`src/rtl/bypass_scoreboard.sv`:
```
// N-lane forwarding/hazard unit in ID: tracks in-flight writers per stage and lane,
// resolves operand bypass selects, load-use stalls and intra-bundle split requests.
// Optional: define BYPASS_STATS_EN to add saturating stat_fwd / stat_stall counters.
module bypass_scoreboard #(
  parameter int LANES            = 2,
  parameter int STAGES           = 3,
  parameter int REG_W            = 5,
  parameter int LOAD_READY_STAGE = 1,
  localparam int SW              = (STAGES > 1) ? $clog2(STAGES) : 1,
  localparam int LW              = (LANES > 1) ? $clog2(LANES) : 1,
  localparam int SEL_W           = 1 + SW + LW
) (
  input  logic                     clk,
  input  logic                     rst,
  input  logic [LANES-1:0]         issue_valid,
  input  logic [LANES-1:0]         issue_we,
  input  logic [LANES-1:0]         issue_load,
  input  logic [LANES*REG_W-1:0]   issue_rd,
  input  logic [LANES*REG_W-1:0]   src_rs,
  input  logic [LANES*REG_W-1:0]   src_rt,
  input  logic                     freeze,
  input  logic                     flush_ex,
  output logic [LANES*SEL_W-1:0]   fwd_sel_rs,
  output logic [LANES*SEL_W-1:0]   fwd_sel_rt,
  output logic [STAGES*LANES-1:0]  bp_use,
  output logic                     load_use_stall,
  output logic [LANES-1:0]         split_req
`ifdef BYPASS_STATS_EN
  ,
  output logic [31:0]              stat_fwd,
  output logic [31:0]              stat_stall
`endif
);

  logic [STAGES-1:0][LANES-1:0]            tag_vld;
  logic [STAGES-1:0][LANES-1:0]            tag_ld;
  logic [STAGES-1:0][LANES-1:0][REG_W-1:0] tag_rd;

  logic [SEL_W:0] rs_res [LANES];
  logic [SEL_W:0] rt_res [LANES];
  logic           stall_raw;
  logic           bubble;

  // Winning writer for one operand: {is_early_load, select}. Later assignments win,
  // so the scan runs oldest stage first and lowest lane first.
  function automatic logic [SEL_W:0] resolve(input logic [REG_W-1:0] x);
    logic [SEL_W-1:0] sel;
    logic             hazard;
    sel    = '0;
    hazard = 1'b0;
    for (int s = STAGES - 1; s >= 0; s--) begin
      for (int l = 0; l < LANES; l++) begin
        if (tag_vld[s][l] && (tag_rd[s][l] == x) && (x != '0)) begin
          sel    = {1'b1, SW'(s), LW'(l)};
          hazard = tag_ld[s][l] && (s < LOAD_READY_STAGE);
        end
      end
    end
    return {hazard, sel};
  endfunction

  assign load_use_stall = stall_raw & ~rst & ~freeze;
  assign bubble         = load_use_stall | flush_ex;

  // ID stage: combinational resolve against the registered tags
  always_comb begin
    stall_raw  = 1'b0;
    bp_use     = '0;
    fwd_sel_rs = '0;
    fwd_sel_rt = '0;
    split_req  = '0;
    for (int j = 0; j < LANES; j++) begin
      rs_res[j] = resolve(src_rs[j*REG_W +: REG_W]);
      rt_res[j] = resolve(src_rt[j*REG_W +: REG_W]);
      fwd_sel_rs[j*SEL_W +: SEL_W] = rs_res[j][SEL_W-1:0];
      fwd_sel_rt[j*SEL_W +: SEL_W] = rt_res[j][SEL_W-1:0];
      stall_raw = stall_raw | rs_res[j][SEL_W] | rt_res[j][SEL_W];
    end
    for (int s = 0; s < STAGES; s++) begin
      for (int l = 0; l < LANES; l++) begin
        for (int j = 0; j < LANES; j++) begin
          if ((rs_res[j][SEL_W-1:0] == {1'b1, SW'(s), LW'(l)}) ||
              (rt_res[j][SEL_W-1:0] == {1'b1, SW'(s), LW'(l)}))
            bp_use[s*LANES + l] = 1'b1;
        end
      end
    end
    // Same-bundle RAW cannot be forwarded; the younger lane must be split off.
    for (int j = 1; j < LANES; j++) begin
      for (int i = 0; i < j; i++) begin
        if (issue_valid[i] && issue_we[i] && (issue_rd[i*REG_W +: REG_W] != '0) &&
            ((issue_rd[i*REG_W +: REG_W] == src_rs[j*REG_W +: REG_W]) ||
             (issue_rd[i*REG_W +: REG_W] == src_rt[j*REG_W +: REG_W])))
          split_req[j] = 1'b1;
      end
    end
  end

  // Stage boundary ID -> ID/EX -> EX/MEM -> MEM/WB: valid bits (control)
  always_ff @(posedge clk) begin
    if (rst) begin
      tag_vld <= '0;
    end else if (!freeze) begin
      for (int s = 1; s < STAGES; s++)
        tag_vld[s] <= tag_vld[s-1];
      for (int l = 0; l < LANES; l++)
        tag_vld[0][l] <= !bubble && issue_valid[l] && issue_we[l] &&
                         (issue_rd[l*REG_W +: REG_W] != '0);
    end
  end

  // Stage boundary ID -> ID/EX -> EX/MEM -> MEM/WB: tag payload (data, no reset)
  always_ff @(posedge clk) begin
    if (!freeze) begin
      for (int s = 1; s < STAGES; s++) begin
        tag_rd[s] <= tag_rd[s-1];
        tag_ld[s] <= tag_ld[s-1];
      end
      for (int l = 0; l < LANES; l++) begin
        tag_rd[0][l] <= issue_rd[l*REG_W +: REG_W];
        tag_ld[0][l] <= issue_load[l];
      end
    end
  end

`ifdef BYPASS_STATS_EN
  always_ff @(posedge clk) begin
    if (rst) begin
      stat_fwd   <= '0;
      stat_stall <= '0;
    end else if (!freeze) begin
      if ((bp_use != '0) && (stat_fwd != 32'hFFFF_FFFF))
        stat_fwd <= stat_fwd + 32'd1;
      if (load_use_stall && (stat_stall != 32'hFFFF_FFFF))
        stat_stall <= stat_stall + 32'd1;
    end
  end
`endif

endmodule

```
`config.mk`:
```
export PLATFORM = sky130hd
export DESIGN_NAME = bypass_scoreboard
export DESIGN_NICKNAME = d
export VERILOG_FILES = /design/src/rtl/bypass_scoreboard.sv
export SDC_FILE = /design/constraint.sdc
export NUM_CORES = 1
export LEC_CHECK = 0
export ABC_AREA = 1
export BUFFER_PORTS_ARGS = -buffer_cell sky130_fd_sc_hd__buf_2
export CAP_MARGIN = 40
export CORE_MARGIN = 2
export CORE_UTILIZATION = 40
export DETAILED_ROUTE_END_ITERATION = 6
export PLACE_DENSITY_LB_ADDON = 0.25
export SYNTH_ARGS = -nofsm -noshare
export SYNTH_HDL_FRONTEND = slang
export SYNTH_SLANG_ARGS = --single-unit
```
`constraint.sdc`:
```
create_clock -name clk -period 2.6 [get_ports clk]
set_input_delay 0.65 -clock clk [delete_from_list [all_inputs] [get_ports clk]]
set_output_delay 0.65 -clock clk [all_outputs]
set_load 0.1 [all_outputs]
```
After elaboration in Yosys (flattened, before gate mapping) --
Cells that the tools add are included. Widths: inputs -> output; s select.
Word-level totals: flip-flop bits (word level) 38, bits in latches 0, memory bits (writable) 0, bits in read-only memories 0, input port bits 40, output and inout port bits 25, word-level logic and storage cells 190, memories kept 0
Operators by class: $add $sub $neg 0, $mul 0, div/mod/pow operators 0, order comparisons 0, eq/ne operators 50, shifts and indexed selects 0, mux-type cells 45, bitwise logic cells 8, reduce and logical (&&, ||, !) cells 77
Operators with widths (count):
- $eq 5x5->1 | 26
- $eq 4x4->1 const B | 24
- $mux 4 | 24
- $logic_and 1x1->1 | 57
- $reduce_bool 5->1 | 6
- $mux 1 | 21
- $logic_or 1x1->1 | 13
- $or 1x1->1 | 4
- $and 1x1->1 | 2
- $not 1->1 | 2
- $logic_not 1->1 | 1

Longest topological paths before layout --
Gate-level depths: netlist of the first run.
depth in word-level cells 15, depth in mapped cells 15

Worst setup path before layout of the first run --
OpenSTA, ideal clock, no wires.
path type input to output, start point in src_rt[2], end point out bp_use[2], arrival 3.756 ns, slack -1.806 ns, stages on the path 11, buffers on the path 1, cell sequence buf_2 > inv_2 > nand4_4 > and2_1 > nand2_2 > inv_2 > nor2_4 > inv_2 > nor2_1 > nand2_1 > nand4_1
RTL lines:
- start, declared | line 20 | input logic [LANES*REG_W-1:0] src_rt,
- $eq 5x5->1 | line 53 | if (tag_vld[s][l] && (tag_rd[s][l] == x) && (x != '0)) begin
- $logic_and 1x1->1 (2 in series) | line 53
- $mux 4 (4 in series) | line 53
- $mux 4 (*) | line 53
- via fwd_sel_rt[1] | line 24 | output logic [LANES*SEL_W-1:0] fwd_sel_rt,
- $eq 4x4->1 (*) | line 83 | (rt_res[j][SEL_W-1:0] == {1'b1, SW'(s), LW'(l)}))
- $logic_or 1x1->1 (*) | line 82 | if ((rs_res[j][SEL_W-1:0] == {1'b1, SW'(s), LW'(l)}) ||
- $mux 1 (*) (2 in series) | line 82
- end, declared | line 25 | output logic [STAGES*LANES-1:0] bp_use,
Mark *: on every way through the listed nets, which the timed path passes. The rest lies on a longest branch.

Final worst setup path of the first run --
start point reg tag_rd[5] in the netlist's numbering, end point out bp_use[4]
On the way: word-level cells in the longest chain between the ends 8
RTL lines:
- start, declared | line 37 | logic [STAGES-1:0][LANES-1:0][REG_W-1:0] tag_rd;
- start signal, assigned by index | line 116 | tag_rd[s] <= tag_rd[s-1];
- start signal, assigned by index | line 120 | tag_rd[0][l] <= issue_rd[l*REG_W +: REG_W];
- $eq 5x5->1 | line 53
- $logic_and 1x1->1 (2 in series) | line 53
- $mux 4 | line 53
- $eq 4x4->1, on equally long branches | line 82, 83
- $logic_or 1x1->1 | line 82
- $mux 1 | line 82
- $mux 1 (*) | line 82
Every way passes the cells marked *; elsewhere a longest branch is shown, timed or not.

==> flow_summary.yaml, run 1 <==
pwr:
  p_comb_frac: 0.440
  power_frac_clock: 0.194
  power_w: 0.00208
  p_sw_w: 0.000782
  ir_drop_v: 0.000337
  pwr-share-seq: 0.365
  power-per-cell-area_nw_per_um2: 300
  internal_power_w: 0.00130
  switching_share: 0.376
  static-leakage-power_nw: 3.18
yosys:
  syn_area_um2: 3780
  seq_area_frac_synth: 0.286
  synth_cell_types: 43
  ys_ff_latch: 38
  synth_area_per_cell_um2: 6.53
  yosys-top-cells-area: "edfxtp_1 25%, nand2_1 18%, nor2_1 7.1%"
  yosys_warnings: 0
  synth_top_area_frac: 0.254
  synth_fp_nets: 619
  synth.largest_area_cell: "edfxtp_1"
  syn_inst: 579
final_layout:
  syn_to_final_growth_pct: 83.1
  final_layout_size_suffix_gt1_frac: 0.512
  nets: 860
  antenna-diode-count: 0
clocking:
  clkTransAtPathRegs_ns: 0.08
  cts_tree: "yes"
  cts_made_buffers: 5
  clk_latency_ns: 0.30
  cts_buffer_depth: 2
  cts_root_buffer: "clkbuf_8"
  numClockSinks: 38
  cts_max_level: 2
worst_setup_path:
  endpoint_kind: "output port"
  arrival_ns: 2.38
  critPathMaxFanout: 5
  path_class: "reg -> out"
  r2r-end: "tag_vld[0]$_SDFFE_PP0N_"
  reg2reg_from: "tag_rd[8]$_DFFE_PN_"
  critPathLaunchType: "register"
  rr_worst_depth: 16
  regToRegSetupSlack_ns: 0.47
  required_ns: 1.95
hold_path:
  hp-start: "tag_vld[2]$_SDFFE_PP0N_"
  min_path_type: "reg -> reg"
  worstHoldEndpoint: "tag_vld[4]$_SDFFE_PP0N_"
  hold_depth: 2
die:
  die_w_um: 101
  die-area_um2: 10200
  die_y_um: 101
  core-area_um2: 9200
  io_pins: 65
  start_util: 0.411
  rows: 35
sta:
  hold-worst-slack_ns: 0.503
  rsz0062_at_grt: "true"
  finalCritPeriodShare: 1.17
  hold_viol_final: 0
  drv_slew: 0
  finalSetupViolations: 23
  timing.fmax_mhz: 330
  period_needed_ns: 3.03
  finClkSkew_ns: 0.00336
  setup_ws_ns: -0.433
route:
  wl_um: 17500
  drc: 0
  vias_per_cell: 5.46
  dr_total_vias: 5093
  dr.pass1.iters: 5
  wl_per_cell_um: 18.8
  drtAntennaViolNets: 0
  drt_iter0_markers: 399
place:
  gp_congestion: 1.09
  port_buffers: 63
  dp_hpwl_um: 13300
outcome:
  status: "complete, but fails checks"
  violations: "setup timing"
global_routing:
  antenna_found_initial: 0
  overflow: 0
  grt_max_degree: 14
  grtUsageTotal: 0.335
  grt_first_pass_wirelength_um: 25600
  grt_pass1_vias: 4837
run:
  maxCapViolations: 0
[synth_stat cells]
library cell,instances
a211oi_1,5
a21boi_2,1
a21oi_1,25
a221oi_1,2
and2_1,1
buf_1,1
buf_2,3
buf_4,12
buf_6,3
clkbuf_1,1
clkinv_1,1
conb_1,1
dfxtp_1,6
edfxtp_1,32
inv_1,58
inv_2,20
nand2_1,182
nand2_2,5
nand2_4,1
nand3_1,18
nand3_2,2
nand3b_1,4
nand4_1,15
nand4_4,1
nor2_1,71
nor2_2,7
nor2_4,4
nor3_1,4
nor3_2,3
nor4_1,3
nor4_2,1
o2111ai_1,4
o211ai_1,10
o21ai_0,11
o21ai_1,3
o21ai_2,2
o21bai_1,1
o221ai_1,1
o22ai_1,18
or2_0,1
or2_1,1
xnor2_1,22
xor2_1,12
[worst max-delay path by stage]
| stage | start | end |
|---|---|---|
| 2_1_floorplan | src_rs[8] | bp_use[4] |
| 3_3_place_gp | src_rt[6] | bp_use[5] |
| 3_5_place_dp | src_rt[6] | bp_use[5] |
| 4_1_cts | tag_rd[15]$_DFFE_PN_ | bp_use[4] |
| 5_1_grt | tag_rd[27]$_DFFE_PN_ | bp_use[4] |
| 6_report | tag_rd[5]$_DFFE_PN_ | bp_use[4] |
[final cells by class]
class                           instances  area (um^2)
Fill cell                             713         2280
Inverter                               79          365
Tap cell                              111          139
Clock buffer                            6         72.6
Clock inverter                          2         8.76
Multi-Input combinational cell        442         2810
Sequential cell                        38         1080
Timing Repair Buffer                  254         2440
[registers in the layout, summed over array words and instances, names as in the netlist]
signal / cells
tag_rd: 30
tag_ld: 2
tag_vld: 6
[logic make-up after synthesis]
logic type,share of synthesized area
AOI/OAI and AO/OA,0.137
xor gates and xnor gates,0.0788
buffers and inverters,0.117
DFF,0.286
other,0.000992
and+or+nand+nor,0.380
[per-layer routing]
layer	global-route usage	routed length [um]	part of all wire
met5	0	0	0
met3	0.0255	1080	0.061
met4	0.146	692	0.040
met2	0.562	8600	0.49
met1	0.444	7150	0.41
[repair_timing]
action / 4_1_cts / 5_1_grt
hold buffers: 0 / 0
pin swaps: 53 / 48
gates cloned: 0 / 0
buffers inserted: 36 / 16
hold endpoints to repair: 0 / 0
resized for setup: 130 / 78
endpoints found under the setup margin: 23 / 24
[worst max-delay path, stage by stage, from the launching register on]
cell        delay (ns)
edfxtp_1          0.53
buf_6             0.18
nand2_2           0.06
nand3_2           0.08
nor2_4            0.15
nand3_2           0.11
inv_2             0.09
nor2_2            0.04
inv_2             0.07
nor2_4            0.04
nand2_2           0.08
buf_6             0.11
clkinvlp_4        0.10
nand2_1           0.10
nand4_1           0.14
buf_12            0.21
[stage by stage]
| step | cell area (um^2) | setup slack (ns) | instances | TNS, ns | utilization |
|---|---|---|---|---|---|
| floorplan | 4110 | -1.06 | 579 | -5.99 | - |
| global placement | 5750 | -0.581 | 879 | -5.59 | 0.625 |
| detailed placement | 5750 | -0.586 | 879 | -6.12 | 0.625 |
| CTS | 6550 | -0.314 | 920 | -3.85 | 0.712 |
| global route | 6920 | -0.553 | 932 | -6.82 | 0.753 |
| finish | 6920 | -0.433 | 932 | -4.87 | 0.753 |
[placed cells by master, fill, tap and decap left out, types with 7 or more instances in the layout]
cell	count
xnor2_2	7
buf_4	140
inv_2	22
o22ai_1	17
inv_1	36
a21oi_2	9
nand2_1	149
inv_4	12
nor2_2	8
xnor2_1	15
buf_12	27
nand4_1	15
nand2_4	8
a21oi_1	15
o21ai_0	7
o211ai_1	10
nand3_1	11
buf_2	21
nor2_4	23
nor2_1	51
edfxtp_1	32
nand3_2	8
xor2_1	11
buf_6	66
nand2_2	29
[power by group through the flow]
stage	Clock (W)	Sequential, W	Combinational (W)
5_1_grt	0.000425	0.000762	0.000965
3_3_place_gp	0	0.000779	0.000723
4_1_cts	0.000409	0.000754	0.000844
2_1_floorplan	0	0.000762	0.000425
6_report	0.000404	0.000759	0.000915
3_5_place_dp	0	0.000779	0.000731
(Power assumes the default switching activity.)
==> run 2: changes to the inputs <==
ABC_AREA = 0   (was 1)
CORE_UTILIZATION = 57   (was 40)
==> run 2 against run 1 <==
  * The flow now stops in 4_1_cts
  * Synthesized cell count decreased by 39%
  * Synthesized area down 9.8%
==> flow_summary.yaml, run 2 <==
place:
  gp_congestion: 0.998
  postPlaceCellArea_um2: 4980
  port_buffers: 63
  dp_hpwl_um: 8910
  preCtsSetupSlack_ns: -0.611
yosys:
  synth-simple-area-share: 0.220
  synth_top_family_by_area: "XOR/XNOR gates"
  yosys-top-cells-area: "edfxtp_1 28%, xnor2_1 22%, xor2_1 12%"
  seq_area_frac_synth: 0.317
  yosys.area_share.xor_xnor: 0.334
  syn_area_um2: 3410
  yosys_warnings: 0
  synth_top_area_frac: 0.282
  synthFlopType: "edfxtp_1"
  ys_ff_latch: 38
  synthMuxAreaShare: 0.0117
  async_flop_share: 0
  syn_inst: 356
  synth-edff-count: 32
  synthAdderAreaFrac: 0
  synth-compound-area-share: 0.0503
  synth.largest_area_cell: "edfxtp_1"
  synth_area_per_cell_um2: 9.58
  synth_cell_types: 36
  synth.most_common_cell: "xnor2_1"
  netlist_top_cells_count: "84 x xnor2_1, 46 x xor2_1, 32 x edfxtp_1"
  synth_fp_nets: 396
clocking:
  cts_buffer_depth: 2
  cts_setup_buffers: 30
  cts_made_buffers: 5
  postCtsHoldBufs: 0
  numClockSinks: 38
  cts-resized-gates: 99
  cts_max_level: 2
  cts_root_buffer: "clkbuf_8"
outcome:
  status: "did not finish"
  firstError: "[ERROR DPL-0033] detailed placement checks failed during check placement."
  haltStage: "4_1_cts"
die:
  rows: 28
  die_w_um: 81.3
  start_util: 0.583
  io_pins: 65
  die_y_um: 81.3
[run 2: cell types whose count changed after synthesis, moves of 18 or more]
cell / delta
inv_2: -20
a21oi_1: -20
xor2_1: +34
inv_1: -53
nand2_1: -169
nor2_1: -57
o22ai_1: -18
xnor2_1: +62
[run 2: logic make-up after synthesis]
| kind of cell | after synthesis |
|---|---|
| xor gates and xnor gates | 130 |
| and+or+nand+nor | 115 |
| buffers and inverters | 43 |
| DFF | 38 |
| AOI/OAI and AO/OA | 25 |
| muxes | 4 |
| other | 1 |
[run 2: through the flow]
stage / setup TNS, ns / cells / util
2_1_floorplan: -11.68 / 356 / -
3_3_place_gp: -9.42 / 557 / 0.851
3_5_place_dp: -10.48 / 557 / 0.851
==> run 3: changes to the inputs <==
CORE_UTILIZATION = 40   (was 57)
PLACE_DENSITY_LB_ADDON = 0.15   (was 0.25)
==> run 3 against run 2 <==
  * The flow now finishes, with violations (setup timing)
  * Synthesized cell count unchanged
  * Synthesized area is the same
==> flow_summary.yaml, run 3 <==
pwr:
  power_w: 0.00175
  power-per-cell-area_nw_per_um2: 293
  ir_drop_v: 0.000277
  static-leakage-power_nw: 2.27
yosys:
  synthAdderAreaFrac: 0
  ys_ff_latch: 38
  synth.largest_area_cell: "edfxtp_1"
  synth_area_per_cell_um2: 9.58
  seq_area_frac_synth: 0.317
  synth.most_common_cell: "xnor2_1"
  synth-simple-area-share: 0.220
  synth_top_area_frac: 0.282
  synth_top_family_by_area: "XOR/XNOR gates"
  yosys.area_share.xor_xnor: 0.334
  synth_fp_nets: 396
  yosys_warnings: 0
  netlist_top_cells_count: "84 x xnor2_1, 46 x xor2_1, 32 x edfxtp_1"
  yosys-top-cells-area: "edfxtp_1 28%, xnor2_1 22%, xor2_1 12%"
  syn_inst: 356
  synth-compound-area-share: 0.0503
  synthMuxAreaShare: 0.0117
  synth_cell_types: 36
  synthFlopType: "edfxtp_1"
  synth-edff-count: 32
  async_flop_share: 0
  syn_area_um2: 3410
worst_setup_path:
  required_ns: 1.95
  slowest_stage: "or4_4"
  endpoint_kind: "output port"
  regToRegSetupSlack_ns: 0.42
  crit_top_cell: "buf_6"
  critPathLaunchType: "primary input"
  arrival_ns: 2.54
  crit_family: "simple AND/OR/NAND/NOR gates"
  crit_chain: "buf_6 > or4_4 > nor2_4 > buf_6 > nor4_4 > nor4_2 > buf_4 > nand3b_1 > nand4_1 > buf_12"
  critPathMaxFanout: 6
  path_class: "in -> out"
  slowest_delay_ns: 0.54
  cp_num_buf_inv: 4
route:
  drc: 0
  drt_iter0_markers: 166
  drtAntennaViolNets: 0
  dr.pass1.iters: 4
  vias_per_cell: 5.31
  dr_total_vias: 3320
  wl_um: 11800
  wl_per_cell_um: 18.9
clocking:
  clk_latency_ns: 0.30
  cts_made_buffers: 5
  clkTransAtPathRegs_ns: 0.06
  postCtsHoldBufs: 0
  cts_root_buffer: "clkbuf_8"
  cts_buffer_depth: 2
  numClockSinks: 38
  cts_max_level: 2
  cts_tree: "yes"
global_routing:
  grtUsageTotal: 0.261
  grt_first_pass_wirelength_um: 17700
  antenna_found_initial: 0
  grt_max_degree: 26
  busiest_layer: "met2"
  grt_pass1_vias: 3478
  met3_usage: 0.0337
  gr-usage-met1: 0.311
  use_met2: 0.469
  overflow: 0
final_layout:
  largest-register: "tag_rd"
  syn_to_final_growth_pct: 75.2
  layout_top_registers: "tag_rd x30, tag_vld x6, tag_ld x2"
  nets: 560
  layout_commonest_cell: "buf_4"
  largest_reg_flops: 30
  stdcell_count: 625
  fin_area_um2: 5970
  layout_common_cells: "99 x buf_4, 74 x xnor2_1, 46 x xor2_1"
  antenna-diode-count: 0
  fin_util: 0.723
  final_layout_size_suffix_gt1_frac: 0.563
die:
  io_pins: 65
  core-area_um2: 8260
  die-area_um2: 9280
  rows: 33
  start_util: 0.413
  die_w_um: 96.3
  die_y_um: 96.3
place:
  dp_hpwl_um: 8790
  numPlacedInstances: 591
  gp_congestion: 0.947
  port_buffers: 63
  postPlaceCellArea_um2: 5050
sta:
  finClkSkew_ns: 0.0101
  setup_ws_ns: -0.587
  relSlewSlack: 0.637
  finalSetupViolations: 23
  hold_viol_final: 0
  max_slew.worst_pin.slew_ns: 0.539
  drv_slew: 0
  rsz0062_at_grt: "true"
  period_needed_ns: 3.19
  timing.fmax_mhz: 314
  hold-worst-slack_ns: 0.532
  finalCritPeriodShare: 1.23
outcome:
  violations: "setup timing"
  status: "complete, but fails checks"
run:
  maxCapViolations: 0
hold_path:
  min_path_type: "in -> reg"
==> run 3: cell counts after synthesis <==
Identical to the previous run, type by type.
==> run 3: cells by family after synthesis <==
group | after synthesis
DFF | 38
buffers and inverters | 43
xor gates and xnor gates | 130
AOI/OAI and AO/OA | 25
other | 1
muxes | 4
and+or+nand+nor | 115
==> run 3: repair_timing <==
action / in CTS / in global routing
resized for setup: 92 / 36
buffers inserted: 25 / 14
endpoints found under the setup margin: 23 / 23
hold endpoints to repair: 0 / 0
pin swaps: 34 / 26
==> run 3: worst reg2reg max path, stage by stage, from the launching register on <==
cell and delay (ns):
edfxtp_1 0.52, buf_4 0.21, xnor2_1 0.16, nand2_1 0.10
or3_4 0.42, a22oi_2 0.23, a21boi_2 0.12, buf_4 0.15
o31ai_1 0.21
==> run 3: area by class of cell <==
type | instances | area [um^2]
inverters | 5 | 21.3
multi-input cells | 275 | 2730
fillers | 590 | 2280
clock buffers | 7 | 86.3
well taps | 105 | 131
flip-flops and latches | 38 | 1080
repair buffers | 195 | 1920
==> run 3: metal layers <==
metal  wire (um)  part of all wire
met1        4510              0.38
met2        6040              0.51
met3         836             0.071
met4         404             0.034
met5           0                 0
==> run 3: where the power goes <==
group	total, W	internal [W]	switching, W
clock	0.000414	0.000210	0.000203
combinational	0.000562	0.000294	0.000268
sequential	0.000777	0.000706	0.0000710
total	0.00175	0.00121	0.000542
==> run 3: per-stage QoR <==
step	setup slack, ns	TNS, ns
CTS	-0.584	-9.71
floorplan	-0.870	-11.68
finish	-0.587	-10.17
detailed placement	-0.613	-10.67
global route	-0.698	-11.59
global placement	-0.590	-10.32
==> run 3: final timing paths <==
kind / cells past startpoint / start / endpoint
worst min register to register: 2 / tag_vld[1]$_SDFFE_PP0N_ / tag_vld[1]$_SDFFE_PP0N_
worst max-delay path: 10 / src_rt[2] / bp_use[4]
worst max register to register: 8 / tag_rd[8]$_DFFE_PN_ / tag_vld[1]$_SDFFE_PP0N_
worst min-delay path: 1 / issue_load[0] / tag_ld[0]$_DFFE_PN_
==> run 4: changes to the inputs <==
MAX_ROUTING_LAYER = met4   (was unset)
SLEW_MARGIN = 20   (was unset)
==> run 4 against run 3 <==
  * The run still ends with setup timing left
  * Sequential power is essentially flat
  * Via count shrank 1.9%
  * Die area is the same
  * Total power shrank 4.5%
  * First-iteration DRC count shrank 6.6%
  * Clock power shrank 5.6%
  * Sequential share of layout area grew 0.72 points
  * Design area shrank 3.8%
  * Critical path depth is the same
  * Wire length shrank 5.5%
  * Register-to-register slack lost 0.02 ns
  * Critical path type unchanged
  * Critical endpoint unchanged
==> flow_summary.yaml, run 4 (synthesis gave the netlist of run 3 again) <==
outcome:
  status: "complete, but fails checks"
  violations: "setup timing"
final_layout:
  layout_commonest_cell: "buf_4"
  fin_util: 0.696
  fin_area_um2: 5750
  nets: 553
  stdcell_count: 619
  largest_reg_flops: 30
  layout_top_registers: "tag_rd x30, tag_vld x6, tag_ld x2"
  largest-register: "tag_rd"
  antenna-diode-count: 0
  final_layout_size_suffix_gt1_frac: 0.529
  syn_to_final_growth_pct: 68.5
  layout_common_cells: "98 x buf_4, 82 x xnor2_1, 46 x xor2_1"
die:
  core-area_um2: 8260
  start_util: 0.413
  die_y_um: 96.3
  die-area_um2: 9280
  rows: 33
  die_w_um: 96.3
  io_pins: 65
clocking:
  clkTransAtPathRegs_ns: 0.07
  numClockSinks: 38
  cts_max_level: 2
  cts_buffer_depth: 2
  postCtsHoldBufs: 0
  cts_tree: "yes"
  cts_made_buffers: 5
  clk_latency_ns: 0.29
  cts_root_buffer: "clkbuf_8"
worst_setup_path:
  regToRegSetupSlack_ns: 0.40
  crit_chain: "buf_6 > or4_4 > nor2_4 > buf_12 > nor3_4 > nor4_2 > buf_4 > nand3b_1 > nand4_1 > buf_12"
  slowest_stage: "or4_4"
  rr_worst_depth: 8
  critPathLaunchType: "primary input"
  slowest_delay_ns: 0.53
  arrival_ns: 2.56
  path_class: "in -> out"
  endpoint_kind: "output port"
  r2r-end: "tag_vld[0]$_SDFFE_PP0N_"
  required_ns: 1.95
  critPathMaxFanout: 4
  reg2reg_from: "tag_rd[8]$_DFFE_PN_"
  crit_top_cell: "buf_12"
hold_path:
  min_path_type: "in -> reg"
  worstHoldEndpoint: "tag_ld[0]$_DFFE_PN_"
  hp-start: "issue_load[0]"
  hold_depth: 1
sta:
  hold-worst-slack_ns: 0.539
  finalSetupViolations: 23
  relSlewSlack: 0.643
  timing.fmax_mhz: 311
  max_slew.worst_pin.slew_ns: 0.531
  period_needed_ns: 3.21
  finalCritPeriodShare: 1.24
  hold_viol_final: 0
  setup_ws_ns: -0.612
  drv_slew: 0
  finClkSkew_ns: 0.0118
  rsz0062_at_grt: "true"
route:
  drt_iter0_markers: 155
  dr.pass1.iters: 4
  wl_um: 11200
  wl_per_cell_um: 18.0
  vias_per_cell: 5.26
  drc: 0
  dr_total_vias: 3256
  drtAntennaViolNets: 0
place:
  dp_hpwl_um: 8730
  port_buffers: 63
  gp_congestion: 0.904
  postPlaceCellArea_um2: 5040
  numPlacedInstances: 588
pwr:
  ir_drop_v: 0.000290
  static-leakage-power_nw: 2.18
  power-per-cell-area_nw_per_um2: 291
global_routing:
  grtUsageTotal: 0.258
  grt_pass1_vias: 3298
  grt_max_degree: 24
  antenna_found_initial: 0
  grt_first_pass_wirelength_um: 17200
  overflow: 0
run:
  maxCapViolations: 0
## run 4: cell types whose count changed in the layout (fill, tap and decap cells not counted), sizes merged
cell / previous run / this run
clkinv: 0 / 2
buf: 195 / 188
clkbuf: 7 / 6
## run 4: per-stage QoR
| stage | worst slack, ns | setup TNS (ns) | total power [W] |
|---|---|---|---|
| 6_report | -0.612 | -9.93 | 0.00167 |
| 2_1_floorplan | -0.870 | -11.68 | 0.00108 |
| 4_1_cts | -0.587 | -9.51 | 0.00165 |
| 3_5_place_dp | -0.693 | -11.76 | 0.00124 |
| 5_1_grt | -0.716 | -11.63 | 0.00174 |
| 3_3_place_gp | -0.692 | -11.32 | 0.00123 |
## run 4: how the worst max path moves through the flow
stage / start / to / slack [ns] / cells past startpoint
detailed placement: src_rs[4] / bp_use[4] / -0.69 / 11
floorplan: src_rs[6] / fwd_sel_rs[6] / -0.87 / 6
finish: src_rt[2] / bp_use[4] / -0.61 / 10
CTS: src_rt[0] / bp_use[4] / -0.59 / 9
global placement: src_rs[4] / bp_use[4] / -0.69 / 11
global route: src_rt[7] / bp_use[4] / -0.72 / 10
## run 4: final cells by class
cell class | count | area [um^2]
multi-input cells | 275 | 2580
clock buffers | 6 | 72.6
clock inverters | 2 | 8.76
fillers | 628 | 2510
well taps | 105 | 131
repair buffers | 188 | 1850
inverters | 5 | 26.3
flip-flops and latches | 38 | 1080
## run 4: timing repair
action / in CTS / in global routing
endpoints found under the hold margin: 0 / 0
buffers inserted: 11 / 19
pin swaps: 17 / 25
setup endpoints to repair: 23 / 23
gates resized for setup: 60 / 37
## run 4: worst max-delay path: cells and delay by family
family | cells | cell delay (ns)
and+or+nand+nor | 6 | 1.28
buffers and inverters | 4 | 0.62
## run 4: routing by layer
layer	vias to the layer above	track usage	wire length (um)
li1	1554	-	-
met3	25	0.0258	517
met5	-	-	0
met1	1571	0.319	4720
met2	106	0.443	5600
met4	0	0.0810	312
## run 4: power breakdown
group,internal (W),switching (W)
combinational,0.000267,0.000242
clock,0.000185,0.000206
sequential,0.000706,0.0000682
total,0.00116,0.000517
